**src/rtl/voice_arbiter.sv**
```systemverilog
// voice_arbiter: picks one piano key (last-pressed priority) plus the current
// octave, and loads {note, octave} into the tone generator with valid/ready.
// Ports: clk, nrst (async, active low), key_in[NKEYS], oct_up_in, oct_dn_in,
//   gen_ready -> note_valid, note_out[NOTE_W], octave_out[3], gate.
// Option: define VARB_SUSTAIN_EN to add sustain_in (hold the note on release).
module voice_arbiter #(
   parameter int         NKEYS   = 13,
   parameter int         NOTE_W  = 4,
   parameter logic [2:0] OCT_RST = 3'd3
) (
   input  logic              clk,
   input  logic              nrst,
   input  logic [NKEYS-1:0]  key_in,
   input  logic              oct_up_in,
   input  logic              oct_dn_in,
   input  logic              gen_ready,
`ifdef VARB_SUSTAIN_EN
   input  logic              sustain_in,
`endif
   output logic              note_valid,
   output logic [NOTE_W-1:0] note_out,
   output logic [2:0]        octave_out,
   output logic              gate
);

   localparam logic [1:0] IDLE = 2'd0;
   localparam logic [1:0] LOAD = 2'd1;
   localparam logic [1:0] PLAY = 2'd2;

   // Edge-detected inputs: keys, octave up, octave down.
   localparam int NED = NKEYS + 2;
`ifdef VARB_SUSTAIN_EN
   localparam int NIN = NED + 1;
`else
   localparam int NIN = NED;
`endif

   logic [NIN-1:0]    raw;
   logic [NIN-1:0]    s1_q, s2_q;
   logic [NED-1:0]    prev_q, rise;
   logic [NKEYS-1:0]  keys, key_rise;
   logic              up_rise, dn_rise, sus_lvl;

`ifdef VARB_SUSTAIN_EN
   assign raw     = {sustain_in, oct_dn_in, oct_up_in, key_in};
   assign sus_lvl = s2_q[NED];
`else
   assign raw     = {oct_dn_in, oct_up_in, key_in};
   assign sus_lvl = 1'b0;
`endif

   assign rise     = s2_q[NED-1:0] & ~prev_q;
   assign keys     = s2_q[NKEYS-1:0];
   assign key_rise = rise[NKEYS-1:0];
   assign up_rise  = rise[NKEYS];
   assign dn_rise  = rise[NKEYS+1];

   always_ff @(posedge clk or negedge nrst) begin
      if (!nrst) begin
         s1_q   <= '0;
         s2_q   <= '0;
         prev_q <= '0;
      end else begin
         s1_q   <= raw;
         s2_q   <= s1_q;
         prev_q <= s2_q[NED-1:0];
      end
   end

   // Key selection: a new press wins, else keep the held selection,
   // else fall back to the lowest held key.
   logic              sel_vld_q, sel_vld_d, sel_held;
   logic [NOTE_W-1:0] sel_q, sel_d;

   always_comb begin
      sel_held = 1'b0;
      for (int i = 0; i < NKEYS; i++)
         if (keys[i] && sel_q == NOTE_W'(i)) sel_held = 1'b1;
      sel_vld_d = 1'b0;
      sel_d     = '0;
      if (|key_rise) begin
         sel_vld_d = 1'b1;
         for (int i = NKEYS-1; i >= 0; i--)
            if (key_rise[i]) sel_d = NOTE_W'(i);
      end else if (sel_vld_q && sel_held) begin
         sel_vld_d = 1'b1;
         sel_d     = sel_q;
      end else if (|keys) begin
         sel_vld_d = 1'b1;
         for (int i = NKEYS-1; i >= 0; i--)
            if (keys[i]) sel_d = NOTE_W'(i);
      end
   end

   // Pending octave always tracks every step; octave_out lags it
   // while a load is outstanding.
   logic [2:0] oct_pend_q, oct_pend_d;

   always_comb begin
      oct_pend_d = oct_pend_q;
      if (up_rise && !dn_rise)
         oct_pend_d = (oct_pend_q == 3'd6) ? 3'd0 : oct_pend_q + 3'd1;
      else if (dn_rise && !up_rise)
         oct_pend_d = (oct_pend_q == 3'd0) ? 3'd6 : oct_pend_q - 3'd1;
   end

   logic [1:0]        state_q, state_d;
   logic              valid_q, valid_d, gate_q, gate_d;
   logic [NOTE_W-1:0] note_q, note_d;
   logic [2:0]        oct_q, oct_d;
   logic              have_note, retune;

   assign have_note = sel_vld_d || sus_lvl;
   assign retune    = have_note &&
                      ((sel_vld_d && sel_d != note_q) ||
                       oct_pend_d != oct_q);

   always_comb begin
      state_d = state_q;
      valid_d = valid_q;
      note_d  = note_q;
      oct_d   = oct_q;
      gate_d  = gate_q;
      unique case (state_q)
         IDLE: begin
            gate_d  = 1'b0;
            valid_d = 1'b0;
            oct_d   = oct_pend_d;
            if (sel_vld_d) begin
               state_d = LOAD;
               valid_d = 1'b1;
               note_d  = sel_d;
            end
         end
         LOAD: begin
            if (gen_ready) begin
               gate_d = 1'b1;
               oct_d  = oct_pend_d;
               if (sel_vld_d) note_d = sel_d;
               // Re-issue immediately if things moved during the load.
               state_d = retune ? LOAD : PLAY;
               valid_d = retune;
            end else if (!sel_vld_d) begin
               state_d = IDLE;
               valid_d = 1'b0;
               gate_d  = 1'b0;
            end
         end
         PLAY: begin
            gate_d = 1'b1;
            oct_d  = oct_pend_d;
            if (!have_note) begin
               state_d = IDLE;
               gate_d  = 1'b0;
               valid_d = 1'b0;
            end else if (retune) begin
               state_d = LOAD;
               valid_d = 1'b1;
               if (sel_vld_d) note_d = sel_d;
            end
         end
         default: begin
            state_d = IDLE;
            valid_d = 1'b0;
            gate_d  = 1'b0;
         end
      endcase
   end

   always_ff @(posedge clk or negedge nrst) begin
      if (!nrst) begin
         state_q    <= IDLE;
         valid_q    <= 1'b0;
         gate_q     <= 1'b0;
         note_q     <= '0;
         oct_q      <= OCT_RST;
         oct_pend_q <= OCT_RST;
         sel_vld_q  <= 1'b0;
         sel_q      <= '0;
      end else begin
         state_q    <= state_d;
         valid_q    <= valid_d;
         gate_q     <= gate_d;
         note_q     <= note_d;
         oct_q      <= oct_d;
         oct_pend_q <= oct_pend_d;
         sel_vld_q  <= sel_vld_d;
         sel_q      <= sel_d;
      end
   end

   assign note_valid = valid_q;
   assign note_out   = note_q;
   assign octave_out = oct_q;
   assign gate       = gate_q;

endmodule

```
**config.mk**
```make
export PLATFORM = sky130hd
export DESIGN_NAME = voice_arbiter
export DESIGN_NICKNAME = d
export VERILOG_FILES = /design/src/rtl/voice_arbiter.sv
export SDC_FILE = /design/constraint.sdc
export NUM_CORES = 1
export LEC_CHECK = 0
export ABC_CLOCK_PERIOD_IN_PS = 3900
export CORE_AREA = 2 2 75 77
export DETAILED_ROUTE_END_ITERATION = 8
export DIE_AREA = 0 0 77 79
export GPL_ROUTABILITY_DRIVEN = 1
export PLACE_DENSITY = 0.77
export SYNTH_ARGS = -nofsm -noshare
export SYNTH_HDL_FRONTEND = slang
export SYNTH_SLANG_ARGS = --single-unit
```
**constraint.sdc**
```tcl
create_clock -name clk -period 3.9 [get_ports clk]
set_clock_uncertainty 0.15 [all_clocks]
set_input_delay 0.78 -clock clk [delete_from_list [all_inputs] [get_ports clk]]
set_output_delay 0.78 -clock clk [all_outputs]
set_load 0.1 [all_outputs]
```
=== Yosys cells after proc, flatten, opt, wreduce, memory -nomap -nowiden ===
Cells that the tools add are included.

* Multiplexer cells: 71
* Bitwise gates (word level): 2
* Reduce and logical (&&, ||, !) cells: 33
* Equality and inequality tests: 23
* Add/subtract/negate cells: 2

{| class="wikitable"
|+ Operators with widths
! cell !! number
|-
| $mux W4 || 33
|-
| $reduce_or A13 Y1 || 2
|-
| $mux W1 || 22
|-
| $eq A4 B4 Y1 const B || 5
|-
| $logic_and A1 B1 Y1 || 18
|-
| $eq A4 B3 Y1 const B || 4
|-
| $and A15 B15 Y15 || 1
|-
| $mux W3 || 5
|-
| $not A15 Y15 || 1
|-
| $mux W2 || 6
|-
| $pmux W4 S3 || 1
|-
| $eq A4 B2 Y1 const B || 2
|-
| $ne A2 B2 Y1 const B || 4
|-
| $ne A3 B3 Y1 const B || 2
|-
| $pmux W2 S3 || 1
|-
| $pmux W3 S2 || 1
|-
| $eq A4 B1 Y1 const B || 1
|-
| $logic_not A4 Y1 || 1
|-
| $ne A4 B4 Y1 || 1
|-
| $reduce_and A2 Y1 || 2
|-
| $reduce_and A4 Y1 || 1
|-
| $add A3 B1 Y3 const B || 1
|-
| $eq A3 B3 Y1 const B || 1
|-
| $logic_not A3 Y1 || 1
|-
| 13 further kinds || 14
|}

* Output and inout port bits: 9
* Logic and storage cells: 142
* Register bits after elaboration: 64

=== Logic depth before layout (Yosys ltp) ===
Gate-level depths: netlist (run 1).

* Depth after elaboration: 25
* Mapped depth: 11

=== Least setup slack after synthesis (run 1) ===
OpenSTA, ideal clock, no wires.

* Kind: flip-flop to flip-flop
* From: register s2_q[2]
* To: register note_q[2], in the netlist note_out[2]
* Setup time: 128 ps
* Period minus slack after synthesis: 3212 ps
* Data arrival time: 2933 ps
* Slack: 688 ps
* Required time: 3622 ps
* Cell stages (with the launch flop): 10
* Path through: dfrtp_1 -> nor2b_1 -> a211o_1 -> a211o_2 -> a31oi_1 -> mux2_1 -> or4_1 -> a221oi_2 -> a41oi_1 -> mux2_1

* Word-level cells in the longest chain between the ends: 21
* Elaborated cells between the ends (all ways): 40
* Those cells by class: 3 x eq/ne; 28 x mux; 1 x bitwise; 8 x reduce/logical

{| class="wikitable"
|+ Ends and longest elaborated chain
! element !! line !! text
|-
| start, declared || 39 || <nowiki>logic [NIN-1:0] s1_q, s2_q;</nowiki>
|-
| start signal, assigned || 65 || <nowiki>s2_q <= s1_q;</nowiki>
|-
| $logic_and A1 B1 Y1 || 78 || <nowiki>if (keys[i] && sel_q == NOTE_W'(i)) sel_held = 1'b1;</nowiki>
|-
| $mux W1 (11 in series) || 78 ||
|-
| $logic_and A1 B1 Y1 || 85 || <nowiki>end else if (sel_vld_q && sel_held) begin</nowiki>
|-
| $mux W4 || 85 ||
|-
| $mux W4 || 81 || <nowiki>if (|key_rise) begin</nowiki>
|-
| $ne A4 B4 Y1 || 115 || <nowiki>((sel_vld_d && sel_d != note_q) ||</nowiki>
|-
| $logic_and A1 B1 Y1 || 115 ||
|-
| $logic_or A1 B1 Y1 || 115 ||
|-
| $logic_and A1 B1 Y1 || 114 || <nowiki>assign retune = have_note &&</nowiki>
|-
| $ne A2 B2 Y1 (no source line) || - ||
|-
| $reduce_and A4 Y1 (no source line) || - ||
|-
| end signal, assigned || 184 || <nowiki>note_q <= note_d;</nowiki>
|-
| end, declared || 109 || <nowiki>logic [NOTE_W-1:0] note_q, note_d;</nowiki>
|}

Several ways; a longest one is shown, not always the timed one. The select of a mux whose other input is x is not followed.
A chain may end at the register's enable or synchronous reset.

=== Worst setup path in the final report (run 1) ===
* From: register sel_q[3]
* To: register note_q[2], in the netlist note_out[2]

* Word-level cells in the longest chain between the ends: 24
* Elaborated cells between the ends (all ways): 56
* Those cells by class: 15 x eq/ne; 22 x mux; 19 x reduce/logical

{| class="wikitable"
|+ Ends and longest elaborated chain
! element !! line !! text
|-
| start, declared || 73 || <nowiki>logic [NOTE_W-1:0] sel_q, sel_d;</nowiki>
|-
| start signal, assigned || 188 || <nowiki>sel_q <= sel_d;</nowiki>
|-
| $logic_not A4 Y1 || 78 ||
|-
| $logic_and A1 B1 Y1 || 78 ||
|-
| $mux W1 (13 in series) || 78 ||
|-
| $logic_and A1 B1 Y1 || 85 ||
|-
| $mux W4 || 85 ||
|-
| $mux W4 || 81 ||
|-
| $ne A4 B4 Y1 || 115 ||
|-
| $logic_and A1 B1 Y1 || 115 ||
|-
| $logic_or A1 B1 Y1 || 115 ||
|-
| $logic_and A1 B1 Y1 || 114 ||
|-
| $ne A2 B2 Y1 (no source line) || - ||
|-
| $reduce_and A4 Y1 (no source line) || - ||
|}

Several ways; a longest one is shown, not always the timed one. The select of a mux whose other input is x is not followed.

==> impl_results.rst, run 1 <==
.. list-table::
   :header-rows: 1

   * - Metric
     - Value
   * - Highest attainable clock frequency
     - 0.2875 GHz
   * - Startpoint class of the critical path
     - register
   * - Most frequently used cell type in the post-synthesis netlist
     - dfrtp_1
   * - Total vias in the final route
     - 2053
   * - Deepest clock path buffer count
     - 2
   * - Minimum clock period
     - 3.478 ns
   * - Top post-synthesis cells by count
     - dfrtp_1 (60), nand2b_1 (18), nand2_1 (16)
   * - Final weighted congestion of routability-driven global placement
     - 0.8887
   * - Pre-antenna DRT Iters
     - 4
   * - Non-Filler Cell Area, Final
     - 0.003445 mm^2
   * - Relative slew slack
     - 34.50%
   * - Largest cells by area after synthesis
     - dfrtp_1 (52%), ha_1 (3.9%), nand2b_1 (3.9%)
   * - Floorplan die height
     - 79 um
   * - Final routed DRC violation total
     - 0
   * - Main flop type after synthesis
     - dfrtp_1
   * - Post_cts resized
     - 0
   * - Vias in the first global route
     - 1962
   * - Initial standard-cell utilization of the core
     - 54.48%
   * - Final standard cell count with taps included and fillers excluded
     - 370
   * - Mapped Cells
     - 259
   * - Standard-cell rows
     - 27
   * - FFs w/ async S/R, synth
     - 100.0%
   * - CP Max Fanout
     - 11
   * - Postcts setup bufs
     - 0
   * - Critical path start-end classification
     - register to register
   * - VDD IR-drop max
     - 0.0004272 V
   * - Setup repair after global routing missed its margin
     - no
   * - Part of the cycle the worst path needs
     - 89.18%
   * - Core Footprint
     - 0.005338 mm^2
   * - Synth Area per Inst
     - 11.23 um^2
   * - Share of the synthesized area in the top cell type
     - 51.64%
   * - Number of CTS-inserted buffers
     - 9
   * - Post-detailed-route count of antenna-violating nets
     - 0
   * - Post-synthesis cell area
     - 0.002908 mm^2
   * - Kind of end point of the critical path
     - register
   * - Number of enable flip-flop cells after synthesis
     - 0
   * - TritonCTS clock tree
     - yes
   * - Num Clock Sinks
     - 64
   * - Total overflow reported by the global router
     - 0
   * - Worst Tran Pin Value
     - 0.9794 ns
   * - Largest net degree at the start of global routing
     - 42
   * - Drt wl/cell
     - 14.81 um
   * - Count of warnings emitted by yosys
     - 0
   * - Post-synthesis cell type with the largest combined area
     - dfrtp_1
   * - Buffer type at the clock tree root
     - clkbuf_8
   * - Post-Syn Nets
     - 286
   * - First-pass GRT wire length
     - 9.363 mm
   * - Hold buffers post-CTS
     - 0
   * - Depth of the CTS H-tree
     - 3
   * - Clock Latency Late Sink
     - 0.34 ns
   * - X dimension of the die
     - 77 um
   * - Post-CTS clock slew at the launch and capture registers of the worst setup and hold paths
     - 0.07 ns
   * - Worst Path Required
     - 3.98 ns
   * - Antenna violations before repair
     - 0
   * - Power Density
     - 624.2 mW/mm^2
   * - Status
     - finished clean
   * - Aggregate routed wire length
     - 5.478 mm
   * - Full die area
     - 0.006083 mm^2
   * - GR Util All Layers
     - 20.10%
   * - Post-place instance area
     - 0.003247 mm^2
   * - FF+latch count, synth
     - 64
   * - Number of placed I/O pins
     - 27
   * - Total negative setup slack
     - 0 ns
   * - Count of cell types in the netlist
     - 58
   * - Number of vias per cell after detailed routing
     - 5.549
   * - Final max-slew violation count
     - 0
   * - Hold Vio Cnt, Final
     - 0
   * - Area overhead of the layout relative to synthesis
     - 18.46%
   * - Register area share after synthesis
     - 55.25%
   * - Max Cap Viol
     - 0
   * - Min-delay worst type
     - register to register
   * - Data arrival time of the worst path
     - 3.55 ns
   * - DRT iter0 DRCs
     - 166
   * - Final Setup Violations
     - 0
   * - # port buffers
     - 26
   * - Detailed placement HPWL
     - 3.878 mm
   * - Number of cells in the design after placement
     - 354
   * - Standby leakage power
     - 1.503 nW
   * - Final-stage net count
     - 320
   * - Proportion of layout cells with a drive suffix above 1
     - 12.08%
   * - Total power
     - 2.150 mW
   * - Antenna diode instance count
     - 0
==> cells by family (layout without fill, tap and decap cells) <==
group                    after synthesis  after routing  synth area share, %
AO/OA/AOI/OAI                         61             61                15.23
flip-flops                            64             64                55.25
AND/OR/NAND/NOR                       87             87                16.91
multiplexers                          12             12                4.432
XOR/XNOR                               5              5                1.506
buffers and inverters                 21             60                2.797
adder cells (fa/ha/maj)                9              9                3.873
==> placed cells by master, fill, tap and decap left out, types with 2 or more instances in the layout <==
| cell type | instances |
|---|---|
| or4_1 | 2 |
| buf_4 | 2 |
| a21oi_1 | 8 |
| nand2b_1 | 18 |
| ha_1 | 9 |
| inv_1 | 15 |
| nand2_1 | 16 |
| or2_2 | 3 |
| nor4_1 | 2 |
| xnor2_1 | 4 |
| a211o_1 | 3 |
| nor3_1 | 6 |
| mux2i_1 | 5 |
| a31oi_1 | 6 |
| o21bai_1 | 2 |
| dfstp_2 | 4 |
| nand4b_1 | 2 |
| nor2b_1 | 7 |
| clkbuf_8 | 10 |
| o21a_1 | 2 |
| dfrtp_1 | 60 |
| and3_1 | 4 |
| mux2_1 | 3 |
| nand4_1 | 3 |
| clkinv_2 | 2 |
| o311ai_0 | 3 |
| nor2_1 | 12 |
| clkdlybuf4s50_1 | 25 |
| nand3_1 | 5 |
| o211ai_1 | 3 |
| a41oi_1 | 2 |
| mux2_2 | 4 |
| o21ai_0 | 14 |
| o31ai_1 | 2 |
==> where the power goes <==
group	internal, mW	switching, mW
clock network	0.311	0.252
registers	0.763	0.0937
logic	0.247	0.483
==> flip-flops by register name, indices dropped and copies added, names as in the netlist <==
name        cells
note_valid      1
sel_q           4
s1_q           15
sel_vld_q       1
octave_out      3
state_q         2
gate            1
prev_q         15
oct_pend_q      3
s2_q           15
note_out        4
==> critical path, cell delays in order (launching register included) <==
cell and delay (ns):
dfrtp_1 0.51, nor2b_1 0.09, a211o_1 0.27, a211o_2 0.36, a31oi_1 0.25, mux2_1 0.35
or4_1 0.54, a221oi_2 0.27, a41oi_1 0.22, mux2_1 0.35
==> stage by stage <==
stage / util (%) / setup WS (ns) / hold slack [ns]
after floorplan: - / 0.6882 / 0.1812
after global placement: 60.83 / 0.5610 / 0.1816
after detailed placement: 60.83 / 0.4807 / 0.1847
after CTS: 64.53 / 0.4479 / 0.2005
after global routing: 64.53 / 0.2605 / 0.2083
final: 64.53 / 0.4221 / 0.1988
==> metal layers <==
| layer | wire length, um | global-route usage, % | up-vias |
|---|---|---|---|
| met5 | 0 | 0 | - |
| met4 | 112 | 11.25 | 0 |
| met3 | 227 | 5.227 | 10 |
| met1 | 2559 | 26.82 | 992 |
| met2 | 2578 | 30.18 | 50 |
| li1 | - | - | 1001 |
==> cell type report <==
class | count | area [um^2]
Sequential cell | 64 | 1607
Fill cell | 449 | 1893
Timing Repair Buffer | 28 | 270.3
Clock buffer | 11 | 141.4
Tap cell | 72 | 90.09
Multi-Input combinational cell | 174 | 1220
Inverter | 16 | 60.06
Clock inverter | 5 | 56.30
==> final timing paths <==
check	depth (start not counted)	to	start	slack (ns)
max	9	note_out[2]	sel_q[3]	0.42
min	0	s2_q[3]	s1_q[3]	0.20
max reg2reg	9	note_out[2]	sel_q[3]	0.42
min reg2reg	0	s2_q[3]	s1_q[3]	0.20
max in group asynchronous	2	octave_out[0]	nrst	2.43
min in group asynchronous	1	s1_q[9]	nrst	0.26
No activity file was read; power rests on OpenSTA's default activity.
==> inputs of run 2 (changes only) <==
--- a/config.mk
+++ b/config.mk
@@ -11,6 +11,7 @@
 export DIE_AREA = 0 0 77 79
 export GPL_ROUTABILITY_DRIVEN = 1
 export PLACE_DENSITY = 0.77
+export SKIP_LAST_GASP = 1
 export SYNTH_ARGS = -nofsm -noshare
 export SYNTH_HDL_FRONTEND = slang
 export SYNTH_SLANG_ARGS = --single-unit
==> results of run 2 <==
The final DEF is identical to that of run 1; final timing and power are the same.
